**config.mk**
```make
export PLATFORM = sky130hd
export DESIGN_NAME = shift_sequencer
export DESIGN_NICKNAME = d
export VERILOG_FILES = /design/src/rtl/shift_pkg.sv /design/src/rtl/shifter.sv /design/src/rtl/shift_sequencer.sv
export SDC_FILE = /design/constraint.sdc
export NUM_CORES = 1
export LEC_CHECK = 0
export CORE_UTILIZATION = 40
export DETAILED_ROUTE_END_ITERATION = 8
export GPL_TIMING_DRIVEN = 0
export PLACE_DENSITY_LB_ADDON = 0.2
export RECOVER_POWER = 50
export SLEW_MARGIN = 15
export SYNTH_ARGS = -nofsm -noshare
export SYNTH_HDL_FRONTEND = slang
export SYNTH_SLANG_ARGS = --single-unit
```
**constraint.sdc**
```tcl
create_clock -name clk -period 2.3 [get_ports clk]
set_clock_uncertainty 0.2 [all_clocks]
set_input_delay 0.46 -clock clk [delete_from_list [all_inputs] [get_ports clk]]
set_output_delay 0.46 -clock clk [all_outputs]
set_load 0.02 [all_outputs]
```
**src/rtl/shift_pkg.sv**
```systemverilog
// Shared types and constants for the multi-bit shift sequencer.
//   state_t : sequencer FSM states (IDLE, SHIFT, DONE)
//   OP_*    : latched operation encoding, packed as {lr, la}
package shift_pkg;

    typedef enum logic [1:0] {
        IDLE  = 2'd0,
        SHIFT = 2'd1,
        DONE  = 2'd2
    } state_t;

    // Operation encoding {lr, la}. For left shifts la is forced to 0 so
    // that SLL has a single representation.
    localparam logic [1:0] OP_SLL = 2'b00;
    localparam logic [1:0] OP_SRL = 2'b10;
    localparam logic [1:0] OP_SRA = 2'b11;

endpackage

```
**src/rtl/shifter.sv**
```systemverilog
// Single-bit shift stage (purely combinational).
//   a  : 8-bit operand
//   lr : 0 = shift left, 1 = shift right
//   la : right shifts only, 1 = arithmetic (replicate a[7]), 0 = logical
//   y  : shifted value
//   c  : bit shifted out (a[7] for left, a[0] for right)
module shifter (
    input  logic [7:0] a,
    input  logic       lr,
    input  logic       la,
    output logic [7:0] y,
    output logic       c
);

    genvar gi;
    generate
        for (gi = 0; gi < 8; gi++) begin : g_bit
            if (gi == 0) begin : g_lsb
                assign y[gi] = lr ? a[gi + 1] : 1'b0;
            end else if (gi == 7) begin : g_msb
                // Right: sign fill only for arithmetic shifts.
                assign y[gi] = lr ? (la & a[7]) : a[gi - 1];
            end else begin : g_mid
                assign y[gi] = lr ? a[gi + 1] : a[gi - 1];
            end
        end
    endgenerate

    assign c = lr ? a[0] : a[7];

endmodule

```
**src/rtl/shift_sequencer.sv**
```systemverilog
// Multi-bit shift controller wrapped around the single-bit shifter stage.
// Latches operand, count and shift type on start, iterates the shifter once
// per clock, then publishes the result and flags with a one-cycle done pulse.
//   clk, rst_n   : clock, asynchronous active-low reset
//   start        : request, sampled only in IDLE
//   lr, la       : shift type (lr=0 SLL; lr=1 la=1 SRA; lr=1 la=0 SRL)
//   a_in, amt    : operand and number of single-bit shifts
//   busy, done   : busy in SHIFT/DONE; done pulses in DONE
//   y, c_out     : registered result and last bit shifted out
//   z_out, n_out : zero and negative flags of y
module shift_sequencer
    import shift_pkg::*;
#(
    parameter int AMT_W = 3
) (
    input  logic             clk,
    input  logic             rst_n,
    input  logic             start,
    input  logic             lr,
    input  logic             la,
    input  logic [7:0]       a_in,
    input  logic [AMT_W-1:0] amt,
    output logic             busy,
    output logic             done,
    output logic [7:0]       y,
    output logic             c_out,
    output logic             z_out,
    output logic             n_out
);

    localparam logic [AMT_W-1:0] CNT_ONE = AMT_W'(1);

    state_t           state_q, state_d;
    logic [7:0]       acc_q, acc_d;
    logic [AMT_W-1:0] cnt_q, cnt_d;
    logic             carry_q, carry_d;
    logic [1:0]       op_q, op_d;
    logic [7:0]       y_q, y_d;
    logic             c_out_q, c_out_d;
    logic             z_out_q, z_out_d;
    logic             n_out_q, n_out_d;

    logic [7:0]       sh_y;
    logic             sh_c;
    logic             sh_lr;
    logic             sh_la;

    assign sh_lr = (op_q == OP_SRA) || (op_q == OP_SRL);
    assign sh_la = (op_q == OP_SRA);

    shifter u_shifter (
        .a  (acc_q),
        .lr (sh_lr),
        .la (sh_la),
        .y  (sh_y),
        .c  (sh_c)
    );

    always_comb begin
        state_d = state_q;
        acc_d   = acc_q;
        cnt_d   = cnt_q;
        carry_d = carry_q;
        op_d    = op_q;
        y_d     = y_q;
        c_out_d = c_out_q;
        z_out_d = z_out_q;
        n_out_d = n_out_q;

        unique case (state_q)
            IDLE: begin
                if (start) begin
                    acc_d   = a_in;
                    cnt_d   = amt;
                    carry_d = 1'b0;
                    // Left shifts ignore la; keep one encoding for SLL.
                    op_d    = lr ? {1'b1, la} : OP_SLL;
                    state_d = SHIFT;
                end
            end
            SHIFT: begin
                if (cnt_q == '0) begin
                    y_d     = acc_q;
                    c_out_d = carry_q;
                    z_out_d = (acc_q == 8'h00);
                    n_out_d = acc_q[7];
                    state_d = DONE;
                end else begin
                    acc_d   = sh_y;
                    carry_d = sh_c;
                    cnt_d   = cnt_q - CNT_ONE;
                end
            end
            DONE: begin
                state_d = IDLE;
            end
            default: begin
                state_d = IDLE;
            end
        endcase
    end

    always_ff @(posedge clk or negedge rst_n) begin
        if (!rst_n) begin
            state_q <= IDLE;
            acc_q   <= 8'h00;
            cnt_q   <= '0;
            carry_q <= 1'b0;
            op_q    <= OP_SLL;
            y_q     <= 8'h00;
            c_out_q <= 1'b0;
            z_out_q <= 1'b0;
            n_out_q <= 1'b0;
        end else begin
            state_q <= state_d;
            acc_q   <= acc_d;
            cnt_q   <= cnt_d;
            carry_q <= carry_d;
            op_q    <= op_d;
            y_q     <= y_d;
            c_out_q <= c_out_d;
            z_out_q <= z_out_d;
            n_out_q <= n_out_d;
        end
    end

    assign busy  = (state_q == SHIFT) || (state_q == DONE);
    assign done  = (state_q == DONE);
    assign y     = y_q;
    assign c_out = c_out_q;
    assign z_out = z_out_q;
    assign n_out = n_out_q;

endmodule

```
# Yosys cells after proc, flatten, opt, wreduce, memory -nomap -nowiden
# Cells that the tools add are included.
# Widths: inputs -> output; s select.
# classes
addsub	1
eq_ne	7
muxes	22
bitwise	1
n_reduce_logical	10
# op_table
operator	n
$mux 8	2
$pmux 8 s2	1
$mux 1	11
$logic_not 8->1	1
$eq 2x2->1 const B	3
$mux 2	3
$mux 3	2
$ne 2x2->1 const B	3
$pmux 3 s2	1
$reduce_and 2->1	3
$pmux 2 s2	1
$logic_not 3->1	1
$reduce_and 3->1	1
$sub 3x1->3 const B	1
$eq 2x1->1 const B	1
$logic_not 2->1	1
$logic_or 1x1->1	2
$pmux 1 s2	1
$reduce_bool 2->1	1
$and 1x1->1	1
# word_totals
ff_bits	27
in_bits	16
output_inout_bits	13

# Logic depth before layout (Yosys ltp)
# Gate-level depths: netlist (run 1).
# logic_depth
depth_word	5
depth_mapped	6

# By module
# Synthesis (run 1) repeated with hierarchy kept, for this count alone.
# unflattened
cells_unflattened	117
area_unflattened_um2	1446.4
# by_module_without_submodules
mod	instances	cells_per_inst	area_per_inst_um2	seq_area_each_um2
shift_sequencer	1	105	1308.8	650.6
shifter	1	12	137.6	0.0

# Worst setup path after synthesis (run 1)
# No wires, ideal clock.
# synth_timing
path_type	reg2reg
start	register state_q[0]
end	register acc_q[0]
setup_ps	125
arrival_ps	1463
required_time_ps	1975
slack_ps	512
path_stages_with_launch	7
n_path_buf	1
cell_sequence	dfrtp_1 > inv_1 > ha_1 > mux2i_2 > nor2b_2 > buf_6 > mux2_4
# synth_via
elab_chain_cells	3
# synth_lines
item	line_no	text
from (decl)	shift_sequencer.sv:33	state_t state_q, state_d;
from (signal assigned)	shift_sequencer.sv:115	state_q <= state_d;
$eq 2x1->1 / $logic_not 2->1 (equally long branches)	shift_sequencer.sv:70	unique case (state_q)
$ne 2x2->1 (no line) / $reduce_bool 2->1 (equally long branches)	n/a	
$reduce_and 3->1 (no line)	n/a	
to (signal assigned)	shift_sequencer.sv:106	acc_q <= 8'h00;
to (signal assigned)	shift_sequencer.sv:116	acc_q <= acc_d;
to (decl)	shift_sequencer.sv:34	logic [7:0] acc_q, acc_d;
# Several ways; a longest one is shown, not always the timed one.
# A chain may end at the register's enable or synchronous reset.

# Final worst setup path (run 1)
# layout_timing
start	register state_q[0]
end	output busy
# layout_via
elab_chain_cells	2
# layout_lines
item	line_no	text
$eq 2x1->1 / $eq 2x2->1 (equally long branches)	shift_sequencer.sv:127	assign busy = (state_q == SHIFT) || (state_q == DONE);
$logic_or 1x1->1 *	shift_sequencer.sv:127	
to (decl)	shift_sequencer.sv:23	output logic busy,
# Every way passes the cells marked *; elsewhere a longest branch is shown, timed or not.

==> reports/metrics.csv, run 1 <==
stage,metric,value,unit
worst_setup_path,reg2reg_slack,0.31,ns
final_layout,num_antenna_cells,0,
clock_network,cts_buffer_depth,2,
pwr,p_switching,0.987,mW
final_layout,register_area,651,um^2
logic_synthesis,synthArstFlopShare,1.00,
final_layout,drive_gt1_frac,0.119,
sta,finalSetupViolCount,0,
final_layout,multiInputGateArea,676,um^2
clock_network,cts_root_buffer,clkbuf_4,
worst_setup_path,path_class,flop to output port,
worst_setup_path,cp.arrival,1.44,ns
placed_design,place.gp.congestion,0.740,
min_path,hp-class,flop to flop,
floorplanning,core,3340,um^2
pwr,peakVddDrop,0.744,mV
logic_synthesis,synth_flop_cell,dfrtp_1,
pwr,p_leak,0.804,nW
floorplanning,dieArea,3710,um^2
worst_setup_path,worstReg2RegEnd,c_out,
sta,worst_pin_slew,0.586,ns
logic_synthesis,yosys-top-cells-area,"dfrtp_1 (47%), mux2_1 (9.7%), mux2_4 (8.6%)",
sta,period_share,0.911,
worst_setup_path,worst_setup_path_start_kind,flop,
sta,rsz0062_at_grt,false,
floorplanning,start_util,0.416,
drt,finalWirelength,2660,um
logic_synthesis,syn_inst,118,
logic_synthesis,synth_area,1390,um^2
sta,finalHoldViolations,0,
job,max_cap_viol_count,0,
logic_synthesis,yosysMostFrequentCell,dfrtp_1,
global_routing,grt_pass1_vias,958,
global_routing,gr-total-overflow,0,
floorplanning,io_pins,29,
placed_design,port_buffers,28,
pwr,switching_share,0.381,
drt,viasPerCell,4.86,
worst_setup_path,critical_path.endpoint_type,output port,
logic_synthesis,synth_cell_types,28,
drt,antenna_left,0,
sta,final_max_slew_viol_count,0,
logic_synthesis,yosysTopAreaCellShare,0.468,
logic_synthesis,avgSynthCellArea,11.8,um^2
drt,vias,958,
sta,period_needed,2.10,ns
clock_network,path_clk_slew,0.16,ns
worst_setup_path,worst_ep_required_time,1.64,ns
clock_network,clk_latency,0.33,ns
pwr,clock_power_share,0.125,
floorplanning,fp-row-count,21,
final_layout,area_delta_synth_final,28.2,%
pwr,combPwrFrac,0.544,
logic_synthesis,synth_nets,141,
run_status,status,"finished, final reports clean",
drt,drc,0,
placed_design,hpwl,1910,um
global_routing,antenna_found_initial,0,
drt,dr.pass1.iters,4,
min_path,hold_end,z_out,
floorplanning,die_x,60.9,um
worst_setup_path,ff2ff_path_depth,5,
sta,finalSetupTns,0,ns
final_layout,num-nets-final,175,
worst_setup_path,path_max_fanout,4,
drt,drt_iter0_markers,27,
global_routing,grt_usage,0.165,
logic_synthesis,yosysSeqAreaShare,0.468,
logic_synthesis,synthTopCellsByCount,"dfrtp_1 (26), mux2_1 (12), mux2i_1 (10)",
pwr,p_int,1.61,mW
logic_synthesis,synth_warnings,0,
clock_network,cts-buffers-inserted,3,
logic_synthesis,synth_edf_count,0,
worst_setup_path,reg2reg_from,state_q[1],
clock_network,cts_setup_buffers,0,
drt,avgRoutedWirePerCell,13.5,um
clock_network,cts_sinks,26,
logic_synthesis,yosysTopAreaCell,dfrtp_1,
floorplanning,dieHeight,60.9,um
clock_network,cts_tree,yes,
sta,relSlewSlack,0.609,
pwr,pwr_density_cell,1460,nW/um^2
pwr,p_seq_frac,0.330,
final_layout,finish.utilization,0.534,
global_routing,grt_pass1_wl,4390,um
min_path,worstHoldPathCells,2,
global_routing,grt_max_degree,27,
min_path,worstHoldStart,z_out,
clock_network,h-tree-depth,1,
final_layout,fillers,295,
sta,max_freq,0.477,GHz
logic_synthesis,ys_ff_latch,26,
==> how the worst max path moves through the flow <==
stage               depth (start not counted)  startpoint       end
global placement                            5       start  acc_q[2]
finish                                      3  state_q[0]      busy
CTS                                         3  state_q[0]      busy
floorplan                                   6  state_q[0]  acc_q[0]
detailed placement                          1       rst_n      y[5]
global route                                3  state_q[0]      busy
==> through the flow <==
stage | setup WS [ns] | total power [mW] | cells | area [um^2] | hold slack, ns
2_1_floorplan | 0.512 | 1.87 | 118 | 1390 | -0.0356
3_3_place_gp | 0.204 | 2.25 | 192 | 1730 | 0.272
3_5_place_dp | 0.181 | 2.31 | 192 | 1730 | 0.278
4_1_cts | 0.188 | 2.63 | 196 | 1780 | 0.313
5_1_grt | 0.117 | 2.80 | 197 | 1780 | 0.335
6_report | 0.204 | 2.59 | 197 | 1780 | 0.303
==> final cells by class <==
| cell class | count | share of cell area |
|---|---|---|
| inverter | 7 | 0.0148 |
| clock buffer | 3 | 0.0126 |
| timing repair buffer | 29 | 0.159 |
| tap | 46 | 0.0323 |
| clock inverter | 1 | 0.0169 |
| multi-input combinational | 79 | 0.379 |
| buffer | 6 | 0.0197 |
| sequential | 26 | 0.365 |
==> sequential cells by signal (all words and copies together) (netlist names) <==
| register | count |
|---|---|
| op_q | 2 |
| carry_q | 1 |
| acc_q | 8 |
| y | 8 |
| c_out | 1 |
| state_q | 2 |
| cnt_q | 3 |
| z_out | 1 |
==> metal layers <==
metal / share of wire / GRT usage
met1: 0.46 / 0.200
met2: 0.50 / 0.294
met3: 0.034 / 0.0277
met4: 0.0087 / 0.0584
met5: 0 / 0
==> timing repair <==
item	in CTS	in global routing
gates resized for setup	2	0
hold buffers	0	1
endpoints found under the hold margin	0	26
setup endpoints to repair	2	0
==> power groups by stage <==
stage / clock (mW) / sequential, mW / combinational (mW)
6_report: 0.325 / 0.857 / 1.41
5_1_grt: 0.350 / 0.891 / 1.56
4_1_cts: 0.331 / 0.860 / 1.43
3_5_place_dp: 0 / 0.871 / 1.44
3_3_place_gp: 0 / 0.858 / 1.39
2_1_floorplan: 0 / 0.922 / 0.943
==> layout by cell type (no fill, tap or decap), types with 2 or more instances in the layout <==
| master | Yosys | final |
|---|---|---|
| dlygate4sd2_1 | 0 | 2 |
| clkbuf_1 | 2 | 3 |
| nor2b_1 | 2 | 2 |
| dfrtp_1 | 26 | 26 |
| mux2i_1 | 10 | 10 |
| buf_2 | 2 | 2 |
| clkbuf_4 | 0 | 3 |
| inv_1 | 7 | 7 |
| o21ai_0 | 2 | 4 |
| nor4_1 | 2 | 2 |
| nand3_1 | 2 | 2 |
| mux2_1 | 12 | 12 |
| nand2_1 | 6 | 6 |
| clkdlybuf4s50_1 | 0 | 25 |
| mux2_4 | 8 | 8 |
| nor2_1 | 7 | 7 |
| ha_1 | 7 | 7 |
| nand2b_1 | 2 | 2 |
| a21oi_1 | 7 | 7 |
==> kinds of logic after synthesis <==
kind of cell / Yosys count / share of synthesized area
buffers and inverters: 13 / 0.0451
DFF: 26 / 0.468
muxes: 31 / 0.266
AOI/OAI and AO/OA: 16 / 0.0649
and+or+nand+nor: 25 / 0.0928
adders and majority gates: 7 / 0.0631
==> worst max-delay path, cell delays in order, from the launching register on <==
cell and delay, ns:
dfrtp_1 0.42, inv_1 0.09, ha_1 0.28, dlygate4sd2_1 0.31
Note: power is estimated with default switching activity, not from simulation.
==> inputs of run 2 (changes only) <==
Settings changed: GPL_TIMING_DRIVEN 0 to unset, RECOVER_POWER 50 to 25.
==> reports/metrics.csv, run 2 (synthesized netlist as in run 1, its figures left out) <==
stage,metric,value,unit
min_path,worstHoldStart,z_out,
drt,drt_iter0_markers,19,
floorplanning,io_pins,29,
floorplanning,fp-row-count,21,
placed_design,port_buffers,28,
worst_setup_path,worst_ep_required_time,1.64,ns
pwr,p_leak,0.801,nW
floorplanning,start_util,0.416,
final_layout,area_delta_synth_final,28.1,%
sta,holdWs,0.303,ns
final_layout,drive_gt1_frac,0.115,
placed_design,dp.cells,190,
global_routing,grt_usage,0.146,
worst_setup_path,reg2reg_from,state_q[0],
clock_network,path_clk_slew,0.15,ns
min_path,hold_end,z_out,
sta,period_needed,2.12,ns
global_routing,grt_max_degree,27,
min_path,worstHoldPathCells,2,
worst_setup_path,ff2ff_path_depth,6,
worst_setup_path,path_class,flop to output port,
sta,max_freq,0.473,GHz
drt,finalWirelength,2380,um
drt,vias,941,
final_layout,final_cell_mix,"dfrtp_1 (26), clkdlybuf4s50_1 (26), mux2_1 (12)",
clock_network,cts_buffer_depth,2,
floorplanning,core,3340,um^2
sta,relSlewSlack,0.0836,
clock_network,cts_resized,2,
final_layout,final_cells,194,
pwr,peakVddDrop,0.474,mV
worst_setup_path,critical_path.endpoint_type,output port,
floorplanning,dieArea,3710,um^2
worst_setup_path,cp.arrival,1.46,ns
job,max_cap_viol_count,0,
drt,viasPerCell,4.85,
sta,finalHoldViolations,0,
clock_network,cts-buffers-inserted,3,
placed_design,place.gp.congestion,0.726,
clock_network,cts_root_buffer,clkbuf_4,
sta,worst_pin_slew,1.37,ns
floorplanning,dieHeight,60.9,um
drt,antenna_left,0,
pwr,pwr_density_cell,1440,nW/um^2
worst_setup_path,critPathSlowestCell,dfrtp_1,
clock_network,cts_sinks,26,
worst_setup_path,path_cells,inv_1 -> ha_1 -> dlygate4sd2_1,
sta,final_max_slew_viol_count,0,
final_layout,num-nets-final,172,
floorplanning,die_x,60.9,um
sta,period_share,0.920,
sta,rsz0062_at_grt,false,
placed_design,hpwl,1760,um
worst_setup_path,worstReg2RegEnd,acc_q[3],
global_routing,grt_pass1_wl,3980,um
worst_setup_path,path_max_fanout,4,
worst_setup_path,worst_setup_path_start_kind,flop,
worst_setup_path,reg2reg_slack,0.35,ns
global_routing,antenna_found_initial,0,
clock_network,h-tree-depth,1,
clock_network,clk_latency,0.32,ns
clock_network,cts_tree,yes,
run_status,status,"finished, final reports clean",
drt,drc,0,
global_routing,gr-total-overflow,0,
sta,finalSetupTns,0,ns
sta,finalSetupViolCount,0,
global_routing,grt_pass1_vias,889,
worst_setup_path,crit_family,flip-flops,
drt,avgRoutedWirePerCell,12.2,um
drt,dr.pass1.iters,4,
clock_network,cts_setup_buffers,0,
worst_setup_path,crit_buf_inv,2,
worst_setup_path,slowest_delay,0.43,ns
final_layout,num_antenna_cells,0,
clock_network,ctsHoldBuffers,0,
min_path,hp-class,flop to flop,
pwr,power,2.57,mW
## run 2: changes by cell type in the layout (fill, tap and decap cells not counted), sizes merged
cell / change
buf: -1
clkdlybuf4s50: +1
dlygate4sd3: -1
clkbuf: -2
## run 2: worst max path at each step
| stage | start | to | cells past startpoint |
|---|---|---|---|
| floorplan | state_q[0] | acc_q[0] | 6 |
| global placement | start | acc_q[3] | 5 |
| detailed placement | start | acc_q[3] | 5 |
| CTS | state_q[0] | busy | 3 |
| global route | rst_n | y[3] | 2 |
| finish | state_q[0] | busy | 3 |
## run 2: tightest hold or removal path, delay by kind of cell, from the launching register on
family | cells | cell delay [ns]
AOI/OAI and AO/OA | 1 | 0.06
DFF | 1 | 0.37
and+or+nand+nor | 1 | 0.05
## run 2: through the flow
| stage | cell area, um^2 | worst slack (ns) | utilization |
|---|---|---|---|
| global route | 1780 | 0.0917 | 0.533 |
| floorplan | 1390 | 0.512 | - |
| global placement | 1730 | 0.258 | 0.519 |
| finish | 1780 | 0.184 | 0.533 |
| detailed placement | 1730 | 0.197 | 0.519 |
| CTS | 1780 | 0.176 | 0.534 |
## run 2: layer usage
layer  vias up  wire [um]  GRT usage
li1        475          -          -
met1       444       1080      0.191
met2        17       1190      0.248
met3         5         70     0.0256
met4         0         31     0.0390
met5         -          0          0
## run 2: where the power goes
group          leakage [nW]  total, mW  switching, mW  internal, mW
Sequential            0.313      0.882          0.206         0.677
Combinational         0.461       1.37          0.602         0.770
Clock                0.0279      0.313          0.137         0.176
Total                 0.801       2.57          0.944          1.62
## run 2: cell type report
cell class | count | area (um^2)
tap | 46 | 57.6
multi-input combinational | 79 | 676
timing repair buffer | 32 | 317
fill | 312 | 1560
clock inverter | 1 | 30.0
clock buffer | 3 | 22.5
inverter | 7 | 26.3
sequential | 26 | 651
